`src/rtl/rsp_framer.sv`:
```
// ============================================================================
// Module      : rsp_framer
// Description : Streams one response frame (two start bytes, 16-bit count,
//               BRAM payload, stop byte) to a ready/valid byte transmitter.
// Revision    : 1.0 - initial release
// ============================================================================
`default_nettype none

module rsp_framer #(
    parameter logic [7:0] START_BYTE1 = 8'h19,
    parameter logic [7:0] START_BYTE2 = 8'h1E,
    parameter logic [7:0] STOP_BYTE   = 8'h1C
) (
    input  logic        clk,
    input  logic        reset_in,
    input  logic        start,
    input  logic [11:0] start_addr,
    input  logic [15:0] byte_count,
    output logic [11:0] rdaddr,
    output logic        rden,
    input  logic [7:0]  rdata,
    output logic [7:0]  tx_data,
    output logic        tx_valid,
    input  logic        tx_ready,
    output logic        busy,
    output logic        done,
    output logic [3:0]  stateop
);

    typedef enum logic [3:0] {
        S_IDLE   = 4'd0,
        S_HDR1   = 4'd1,
        S_HDR2   = 4'd2,
        S_CNTH   = 4'd3,
        S_CNTL   = 4'd4,
        S_RDREQ  = 4'd5,
        S_RDWAIT = 4'd6,
        S_DATA   = 4'd7,
        S_STOP   = 4'd8
    } state_t;

    state_t      state_q, state_d;
    logic [11:0] addr_q, addr_d;
    logic [15:0] cnt_q, cnt_d;
    logic [11:0] rdaddr_q, rdaddr_d;
    logic        rden_q, rden_d;
    logic [7:0]  tx_data_q, tx_data_d;
    logic        tx_valid_q, tx_valid_d;
    logic        busy_q, busy_d;
    logic        done_q, done_d;

    // Every output is computed one cycle ahead so the ports come straight from flops.
    always_comb begin
        state_d    = state_q;
        addr_d     = addr_q;
        cnt_d      = cnt_q;
        rdaddr_d   = rdaddr_q;
        rden_d     = 1'b0;
        tx_data_d  = tx_data_q;
        tx_valid_d = tx_valid_q;
        busy_d     = busy_q;
        done_d     = 1'b0;

        case (state_q)
            S_IDLE: begin
                if (start) begin
                    addr_d     = start_addr;
                    cnt_d      = byte_count;
                    state_d    = S_HDR1;
                    tx_data_d  = START_BYTE1;
                    tx_valid_d = 1'b1;
                    busy_d     = 1'b1;
                end
            end
            S_HDR1: begin
                if (tx_ready) begin
                    state_d   = S_HDR2;
                    tx_data_d = START_BYTE2;
                end
            end
            S_HDR2: begin
                if (tx_ready) begin
                    state_d   = S_CNTH;
                    tx_data_d = cnt_q[15:8];
                end
            end
            S_CNTH: begin
                if (tx_ready) begin
                    state_d   = S_CNTL;
                    tx_data_d = cnt_q[7:0];
                end
            end
            S_CNTL: begin
                if (tx_ready) begin
                    if (cnt_q == 16'd0) begin
                        state_d   = S_STOP;
                        tx_data_d = STOP_BYTE;
                    end else begin
                        state_d    = S_RDREQ;
                        tx_valid_d = 1'b0;
                        rden_d     = 1'b1;
                        rdaddr_d   = addr_q;
                    end
                end
            end
            S_RDREQ: begin
                state_d = S_RDWAIT;
            end
            S_RDWAIT: begin
                state_d    = S_DATA;
                tx_data_d  = rdata;
                tx_valid_d = 1'b1;
            end
            S_DATA: begin
                if (tx_ready) begin
                    addr_d = addr_q + 12'd1;
                    cnt_d  = cnt_q - 16'd1;
                    if (cnt_q == 16'd1) begin
                        state_d   = S_STOP;
                        tx_data_d = STOP_BYTE;
                    end else begin
                        state_d    = S_RDREQ;
                        tx_valid_d = 1'b0;
                        rden_d     = 1'b1;
                        rdaddr_d   = addr_q + 12'd1;
                    end
                end
            end
            S_STOP: begin
                if (tx_ready) begin
                    state_d    = S_IDLE;
                    tx_valid_d = 1'b0;
                    busy_d     = 1'b0;
                    done_d     = 1'b1;
                end
            end
            default: begin
                state_d    = S_IDLE;
                tx_valid_d = 1'b0;
                busy_d     = 1'b0;
            end
        endcase
    end

    always_ff @(posedge clk or negedge reset_in) begin
        if (!reset_in) begin
            state_q    <= S_IDLE;
            addr_q     <= 12'd0;
            cnt_q      <= 16'd0;
            rdaddr_q   <= 12'd0;
            rden_q     <= 1'b0;
            tx_data_q  <= 8'd0;
            tx_valid_q <= 1'b0;
            busy_q     <= 1'b0;
            done_q     <= 1'b0;
        end else begin
            state_q    <= state_d;
            addr_q     <= addr_d;
            cnt_q      <= cnt_d;
            rdaddr_q   <= rdaddr_d;
            rden_q     <= rden_d;
            tx_data_q  <= tx_data_d;
            tx_valid_q <= tx_valid_d;
            busy_q     <= busy_d;
            done_q     <= done_d;
        end
    end

    assign rdaddr   = rdaddr_q;
    assign rden     = rden_q;
    assign tx_data  = tx_data_q;
    assign tx_valid = tx_valid_q;
    assign busy     = busy_q;
    assign done     = done_q;
    assign stateop  = state_q;

endmodule

`default_nettype wire
```
`config.mk`:
```
export PLATFORM = sky130hd
export DESIGN_NAME = rsp_framer
export DESIGN_NICKNAME = d
export VERILOG_FILES = /design/src/rtl/rsp_framer.sv
export SDC_FILE = /design/constraint.sdc
export NUM_CORES = 1
export LEC_CHECK = 0
export BUFFER_PORTS_ARGS = -buffer_cell sky130_fd_sc_hd__buf_4
export CAP_MARGIN = 25
export CORE_ASPECT_RATIO = 1.2
export CORE_UTILIZATION = 35
export CTS_BUF_LIST = sky130_fd_sc_hd__clkbuf_16
export DETAILED_ROUTE_END_ITERATION = 6
export GPL_ROUTABILITY_DRIVEN = 0
export PLACE_DENSITY = 0.64
export SYNTH_ARGS = -nofsm -noshare
export SYNTH_HDL_FRONTEND = slang
export SYNTH_SLANG_ARGS = --single-unit
```
`constraint.sdc`:
```
create_clock -name clk -period 4.8 [get_ports clk]
set_clock_uncertainty 0.15 [all_clocks]
set_input_delay 0.24 -clock clk [delete_from_list [all_inputs] [get_ports clk]]
set_output_delay 0.24 -clock clk [all_outputs]
set_load 0.01 [all_outputs]
```
==> results of run 1 <==
-- metal layers --
metal	vias up	share of wire, %	global-route usage, %	wire length [microns]
li1	1611	-	-	-
met3	13	5.6	2.51	533
met4	0	1.5	4.92	141
met1	1552	45	24.7	4240
met2	114	48	30.7	4560
met5	-	0	0	0
-- worst max-delay path: cells and delay by family, from the launching register on --
family          cells  cell delay, ns
simple gates        1            0.26
compound gates      3            1.13
buf+inv             2            0.45
flops               1            0.75
-- logic make-up after synthesis --
logic type | synth area share, %
AO/OA/AOI/OAI | 23.6
XOR/XNOR | 2.95
adder cells (fa/ha/maj) | 1.05
buffers and inverters | 5.72
flip-flops | 39.3
multiplexers | 4.28
AND/OR/NAND/NOR | 23.1
-- state kept, by name, indices dropped and copies added, names as in the netlist --
signal,count
cnt_q,16
addr_q,12
rdaddr,12
tx_data,8
stateop,4
busy,1
done,1
rden,1
tx_valid,1
-- power groups by stage --
stage	registers (mW)	logic, mW	clock network, mW
5_1_grt	1.07	1.34	0.455
6_report	1.02	1.20	0.430
4_1_cts	1.02	1.21	0.438
2_1_floorplan	0.896	0.953	0
3_5_place_dp	1.03	1.21	0
3_3_place_gp	1.02	1.17	0
-- path summary, 6_finish.rpt --
| kind | startpoint | to | slack (ns) |
|---|---|---|---|
| worst max-delay path | stateop[2] | rdaddr[0] | 1.92 |
| worst min-delay path | byte_count[0] | cnt_q[0] | 0.02 |
| worst max register to register | stateop[2] | rdaddr[0] | 1.92 |
| worst min register to register | rdaddr[5] | rdaddr[5] | 0.35 |
| max in group asynchronous | reset_in | cnt_q[7] | 3.63 |
| min in group asynchronous | reset_in | tx_data[1] | 0.39 |
-- cell usage in the layout (no fill, tap or decap), types with 6 or more instances in the layout --
cell | Yosys | layout
a21oi_1 | 37 | 37
a2bb2oi_1 | 7 | 7
buf_4 | 4 | 70
dfrtp_1 | 56 | 56
inv_1 | 9 | 9
mux2i_1 | 10 | 10
nand2_1 | 51 | 51
nand3_1 | 14 | 14
nor2_1 | 40 | 40
nor3_1 | 17 | 17
o21ai_0 | 35 | 35
o21ai_1 | 12 | 11
o22ai_1 | 13 | 13
xnor2_1 | 6 | 6
xor2_1 | 6 | 6
-- layout make-up --
type                            instances  area, sq um
Inverter                               11         41.3
Sequential cell                        56         1400
Tap cell                              126          158
Clock buffer                            5          125
Clock inverter                          3         46.3
Multi-Input combinational cell        320         1960
Timing Repair Buffer                   72          551
Fill cell                             962         5680
-- what timing repair did --
item	in CTS	in global routing
hold buffers	1	0
gates resized for setup	0	0
endpoints found under the hold margin	56	0
setup endpoints to repair	0	0
==> metrics.yaml, run 1 <==
outcome:
  status: "finished, final reports clean"
drt:
  wl_microns: 9470
  wl_per_cell_microns: 16.0
  num_vias: 3290
  antenna_left: 0
  routed_via_density: 5.55
  drt_iter0_drc: 275
  drt_pass1_iterations: 5
  drc: 0
setup_path:
  path_class: "flip-flop to flip-flop"
  slowest_stage: "o31ai_4"
  reg2regPathDepth: 6
  end_kind: "flip-flop"
  slowest_delay_ns: 0.80
  path_cells: "nand4b_1, buf_4, a21oi_1, o31ai_4, inv_2, a2bb2oi_1"
  critPathMaxFanout: 41
  start_kind: "flip-flop"
  required_ns: 4.83
  critPathArrivalTime_ns: 2.91
synth:
  synth_ff_type: "dfrtp_1"
  post-synth-top-count-cell: "dfrtp_1"
  yosysTopAreaCell: "dfrtp_1"
  synthDistinctLibCells: 60
  ys_ff_latch: 56
  synth_top_area_share_pct: 39.3
  synth.cell_area_sq_um: 3560
  synth_nets: 463
  synthTopCellsByArea: "dfrtp_1 (39%), nand2_1 (5.4%), a21oi_1 (5.2%), o21ai_0 (4.9%), nor2_1 (4.2%)"
  syn_inst: 420
  ys_seq_area_share_pct: 39.3
  avgSynthCellArea_sq_um: 8.48
  synth_common_cells: "dfrtp_1 (56), nand2_1 (51), nor2_1 (40)"
  synth_edf_count: 0
  synth_warnings: 0
  async_flop_share_pct: 100
floorplanning:
  num_rows: 40
  ios: 68
  initial_utilization_pct: 35.8
  die_y_microns: 113
  dieArea_sq_um: 10600
  core_sq_um: 9960
  die_w_microns: 94.1
timing:
  rsz0062_at_grt: "false"
  worst_slew_pin_slew_ns: 0.991
  setup-violations-final: 0
  tns_ns: 0
  timing.final.ws_setup_ns: 1.92
  final_max_slew_viol_count: 0
  hold_violations: 0
  relSlewSlack_pct: 33.9
  fin_hold_ws_ns: 0.0176
  clock.fmax_mhz: 347
  finalCritPeriodShare_pct: 60.1
  fin_crit_ns: 2.88
power:
  power_frac_seq_pct: 38.6
  switching_power_mw: 1.15
  finalPower_mw: 2.65
  power_density_nw_per_um2: 620
  netSwitchingFraction_pct: 43.3
  irDropWorstVdd_v: 0.000228
  leakagePower_nw: 1.79
  p_comb_share_pct: 45.2
  p_int_mw: 1.50
  p_clk_share_pct: 16.2
placed_design:
  place_area_sq_um: 4100
  portBuffers: 67
  dpl.cell_count: 584
  place_ws_ns: 1.92
  post-dp-hpwl_microns: 6720
grt:
  grt_max_degree: 57
  grt_use_total_pct: 18.4
  grt_pass1_wl_microns: 15500
  grt_pass1_vias: 3112
  grt_overflow: 0
  grt_antenna_before_repair: 0
flow_run:
  cap_violations: 0
min_path:
  hold_depth: 3
  hp-class: "input port to flip-flop"
layout:
  diodes: 0
  fin_area_sq_um: 4280
  fin_nets: 509
  finalNonFillerCells: 593
  syn_to_final_growth_pct: 20.2
  finalCoreUtilization_pct: 43.0
  drive_gt1_share_pct: 20.3
clocking:
  clkSlewWorstSetupHoldPaths_ns: 0.08
  clockBufferDepth: 2
  htreeDepth: 2
  cts_setup_buffers: 0
  cts.sinks: 56
  root_buffer: "clkbuf_16"
  numCtsBuffers: 5
  cts_tree: "built"
  clk_latency_ns: 0.30
No activity file was read; power rests on OpenSTA's default activity.
==> inputs of run 2 (changes only) <==
Settings changed: ABC_AREA set to 1.
Clock period 4.8 ns to 2.79 ns, I/O delays scaled along.
==> metrics.yaml, run 2 <==
setup_path:
  end_kind: "flip-flop"
  slowest_stage: "dfrtp_1"
  critPathMaxFanout: 35
  cpMostUsedCell: "nand2_1"
  path_cells: "nand2_1, inv_2, nand2_4, inv_2, nand3_1, nand4_1, nand2_1, nand2_1"
  rrSetupSlack_ns: 0.38
  slowest_delay_ns: 0.48
  path_class: "flip-flop to flip-flop"
  start_kind: "flip-flop"
  critPathArrivalTime_ns: 2.45
  required_ns: 2.83
power:
  leakagePower_nw: 2.23
  irDropWorstVdd_v: 0.000377
  finalPower_mw: 4.66
  power_density_nw_per_um2: 1080
grt:
  grt_pass1_wl_microns: 15500
  grt_overflow: 0
  grt_pass1_vias: 3330
  grt_use_total_pct: 18.3
  grt_antenna_before_repair: 0
  grt_max_degree: 57
clocking:
  clkSlewWorstSetupHoldPaths_ns: 0.08
  clk_latency_ns: 0.30
  numCtsBuffers: 5
  clockBufferDepth: 2
  cts_tree: "built"
  cts.sinks: 56
  cts_setup_buffers: 0
  htreeDepth: 2
  root_buffer: "clkbuf_16"
timing:
  setup-violations-final: 0
  clock.fmax_mhz: 416
  worst_slew_pin_slew_ns: 0.731
  hold_violations: 0
  fin_crit_ns: 2.41
  timing.final.ws_setup_ns: 0.384
  tns_ns: 0
  rsz0062_at_grt: "false"
  fin_hold_ws_ns: 0.00438
  final_max_slew_viol_count: 0
  relSlewSlack_pct: 51.3
  finalCritPeriodShare_pct: 86.2
layout:
  syn_to_final_growth_pct: 22.3
  layout_commonest_cell: "nand2_1"
  largest_register: "cnt_q"
  largest_reg_flops: 16
  final_cell_mix: "nand2_1 (195), buf_4 (68), nor2_1 (62), dfrtp_1 (56), inv_1 (42)"
  drive_gt1_share_pct: 16.1
  finalCoreUtilization_pct: 44.8
  diodes: 0
  finalNonFillerCells: 718
  fin_area_sq_um: 4330
  n_fill_cell: 1007
  fin_nets: 637
synth:
  synth_nets: 569
  synth_warnings: 0
  syn_inst: 526
  synth.cell_area_sq_um: 3540
  synth_ff_type: "dfrtp_1"
  synthTopCellsByArea: "dfrtp_1 (40%), nand2_1 (21%), nor2_1 (6.6%), nand3_1 (4.8%), o21ai_0 (4.4%)"
  ys_seq_area_share_pct: 39.6
  avgSynthCellArea_sq_um: 6.73
  synth_edf_count: 0
  synth_top_area_share_pct: 39.6
  yosysTopAreaCell: "dfrtp_1"
  post-synth-top-count-cell: "nand2_1"
  synth_common_cells: "nand2_1 (195), nor2_1 (62), dfrtp_1 (56)"
  synthDistinctLibCells: 35
  async_flop_share_pct: 100
  ys_ff_latch: 56
floorplanning:
  initial_utilization_pct: 36.6
  die_y_microns: 112
  dieArea_sq_um: 10500
  die_w_microns: 93.8
  ios: 68
  core_sq_um: 9660
  num_rows: 39
placed_design:
  place_ws_ns: 0.412
  post-dp-hpwl_microns: 6860
  dpl.cell_count: 702
  place_area_sq_um: 4110
  portBuffers: 67
outcome:
  status: "finished, final reports clean"
drt:
  wl_per_cell_microns: 13.0
  routed_via_density: 4.95
  drt_pass1_iterations: 4
  drc: 0
  antenna_left: 0
  wl_microns: 9340
  drt_iter0_drc: 166
  num_vias: 3554
flow_run:
  cap_violations: 0
min_path:
  hp-class: "input port to flip-flop"
-- run 2: per-layer routing --
layer	routed length, microns	GRT usage [%]	share of wire (%)	up-vias
li1	-	-	-	1829
met4	165	5.64	1.8	0
met2	4560	31.8	49	89
met3	420	2.57	4.5	13
met5	0	0	0	-
met1	4200	23.3	45	1623
-- run 2: cell families (layout without fill, tap and decap cells) --
kind of cell / Yosys count / after routing / synth area share, %
AND/OR/NAND/NOR: 323 / 323 / 38.4
flip-flops: 56 / 56 / 39.6
AO/OA/AOI/OAI: 80 / 80 / 12.3
buffers and inverters: 60 / 129 / 7.63
XOR/XNOR: 4 / 4 / 0.989
adder cells (fa/ha/maj): 3 / 3 / 1.06
-- run 2: final cells by class --
type                    instances  area (sq um)  share of cell area, %
inverters                      45           171                   3.96
clock buffers                   5           125                   2.89
repair buffers                 76           591                   13.6
well taps                     123           154                   3.55
clock inverters                 3          20.0                  0.462
flip-flops and latches         56          1400                   32.4
multi-input cells             410          1870                   43.2
-- run 2: worst max-delay path: cells and delay by family, from the launching register on --
kind	cells	cell delay, ns
simple gates	6	1.30
flops	1	0.48
buf+inv	2	0.35
-- run 2: worst paths after layout --
path                          startpoint         end  cells after the start
setup reg to reg              stateop[0]  rdaddr[11]                      8
min in group asynchronous       reset_in  tx_data[2]                      2
hold reg to reg                rdaddr[7]   rdaddr[7]                      2
setup / recovery              stateop[0]  rdaddr[11]                      8
hold / removal             byte_count[6]    cnt_q[6]                      3
max in group asynchronous       reset_in   addr_q[7]                      2
-- run 2: timing repair --
action,in CTS,in global routing
resized for setup,0,0
hold buffers,8,0
hold endpoints to repair,63,0
-- run 2: where the power goes --
group	switching, mW	total, mW	internal [mW]
combinational	1.55	2.47	0.917
sequential	0.367	1.56	1.19
clock	0.301	0.633	0.332
==> inputs of run 3 (changes only) <==
Settings changed: CTS_BUF_LIST sky130_fd_sc_hd__clkbuf_16 to not set.
==> metrics.yaml, run 3 (synthesis gave the netlist of run 2 again) <==
outcome:
  status: "finished, final reports clean"
placed_design:
  portBuffers: 67
  dpl.cell_count: 702
  post-dp-hpwl_microns: 6860
timing:
  finalCritPeriodShare_pct: 86.2
  worst_slew_pin_slew_ns: 0.731
  final_max_slew_viol_count: 0
  relSlewSlack_pct: 51.3
  setup-violations-final: 0
  clock.fmax_mhz: 416
  fin_crit_ns: 2.40
  tns_ns: 0
  rsz0062_at_grt: "false"
  hold_violations: 0
drt:
  drt_iter0_drc: 167
  routed_via_density: 4.95
  wl_microns: 9340
  drt_pass1_iterations: 4
  wl_per_cell_microns: 13.0
  drc: 0
  antenna_left: 0
  num_vias: 3554
layout:
  largest_register: "cnt_q"
  diodes: 0
  layout_commonest_cell: "nand2_1"
  syn_to_final_growth_pct: 22.3
  largest_reg_flops: 16
  final_cell_mix: "nand2_1 (195), buf_4 (68), nor2_1 (62), dfrtp_1 (56), inv_1 (41)"
  finalNonFillerCells: 718
  drive_gt1_share_pct: 16.1
  fin_nets: 637
floorplanning:
  die_w_microns: 93.8
  dieArea_sq_um: 10500
  num_rows: 39
  initial_utilization_pct: 36.6
  ios: 68
  die_y_microns: 112
  core_sq_um: 9660
clocking:
  clk_latency_ns: 0.30
  clockBufferDepth: 2
  cts_tree: "built"
  cts.sinks: 56
  root_buffer: "clkbuf_16"
  clkSlewWorstSetupHoldPaths_ns: 0.08
  cts_setup_buffers: 0
  numCtsBuffers: 5
  htreeDepth: 2
power:
  power_frac_seq_pct: 33.4
  netSwitchingFraction_pct: 47.6
  leakagePower_nw: 2.23
  switching_power_mw: 2.22
  irDropWorstVdd_v: 0.000377
  p_clk_share_pct: 13.6
  p_comb_share_pct: 53.0
  p_int_mw: 2.44
  power_density_nw_per_um2: 1080
setup_path:
  slowest_delay_ns: 0.48
  setup.worst_path.start: "stateop[0]"
  path_cells: "nand2_1, inv_2, nand2_4, inv_2, nand3_1, nand4_1, nand2_1, nand2_1"
  setup.worst_path.end: "rdaddr[11]"
  reg2regPathDepth: 8
  cpMostUsedCell: "nand2_1"
  start_kind: "flip-flop"
  rr_startpoint: "stateop[0]"
  rrSetupSlack_ns: 0.39
  slowest_stage: "dfrtp_1"
  path_depth: 8
  path_class: "flip-flop to flip-flop"
  critPathMaxFanout: 35
  critPathArrivalTime_ns: 2.44
  path_delay_family: "simple AND/OR/NAND/NOR gates"
  required_ns: 2.83
  end_kind: "flip-flop"
  cp_num_buf_inv: 2
  timing.rr.end: "rdaddr[11]"
grt:
  grt_overflow: 0
  grt_antenna_before_repair: 0
  grt_pass1_vias: 3330
  grt_use_total_pct: 18.3
  grt_pass1_wl_microns: 15500
  grt_max_degree: 57
min_path:
  hp-class: "input port to flip-flop"
flow_run:
  cap_violations: 0
run 3: changes by cell type in the layout (fill, tap and decap cells not counted):
cell      previous run  this run
inv_1               42        41
clkbuf_1             0         1
run 3: worst min path at each step:
stage | start | endpoint | cells after the start
global route | byte_count[6] | cnt_q[6] | 3
floorplan | reset_in | addr_q[0] | 0
finish | byte_count[6] | cnt_q[6] | 3
global placement | reset_in | tx_data[6] | 1
CTS | byte_count[6] | cnt_q[6] | 3
detailed placement | reset_in | tx_data[5] | 1
run 3: worst min-delay path: cells and delay by family:
kind / cells / cell delay [ns]
compound gates: 2 / 0.18
buf+inv: 1 / 0.08
run 3: area by class of cell:
type	instances	area (sq um)
Fill cell	1007	5330
Multi-Input combinational cell	410	1870
Sequential cell	56	1400
Timing Repair Buffer	76	591
Inverter	45	171
Tap cell	123	154
Clock buffer	6	129
Clock inverter	2	16.3
run 3: timing repair:
item | in CTS | in global routing
hold buffers | 8 | 0
gates resized for setup | 0 | 0
hold endpoints to repair | 63 | 0
setup endpoints to repair | 0 | 0
run 3: stage by stage:
stage / power (mW) / area [sq um] / hold slack, ns / setup slack, ns / utilization [%]
after floorplan: 3.32 / 3540 / -0.306 / 1.04 / -
after global placement: 4.00 / 4110 / 0.0955 / 0.471 / 42.5
after detailed placement: 4.04 / 4110 / 0.106 / 0.412 / 42.5
after CTS: 4.70 / 4330 / 0.00581 / 0.413 / 44.8
after global routing: 5.13 / 4330 / 0.0303 / 0.129 / 44.8
final: 4.66 / 4330 / 0.00445 / 0.386 / 44.8
run 3: power by group through the flow:
| stage | Combinational (mW) | Sequential (mW) | Clock (mW) |
|---|---|---|---|
| after global routing | 2.82 | 1.62 | 0.690 |
| final | 2.47 | 1.56 | 0.636 |
| after CTS | 2.49 | 1.56 | 0.654 |
| after global placement | 2.43 | 1.56 | 0 |
| after detailed placement | 2.47 | 1.57 | 0 |
| after floorplan | 1.78 | 1.55 | 0 |
run 3: layer usage:
metal  part of all wire [%]  up-vias  global-route usage [%]  wire, microns
met1                     45     1623                    23.3           4200
li1                       -     1829                       -              -
met4                    1.8        0                    5.64            165
met3                    4.5       13                    2.57            420
met5                      0        -                       0              0
met2                     49       89                    31.8           4560
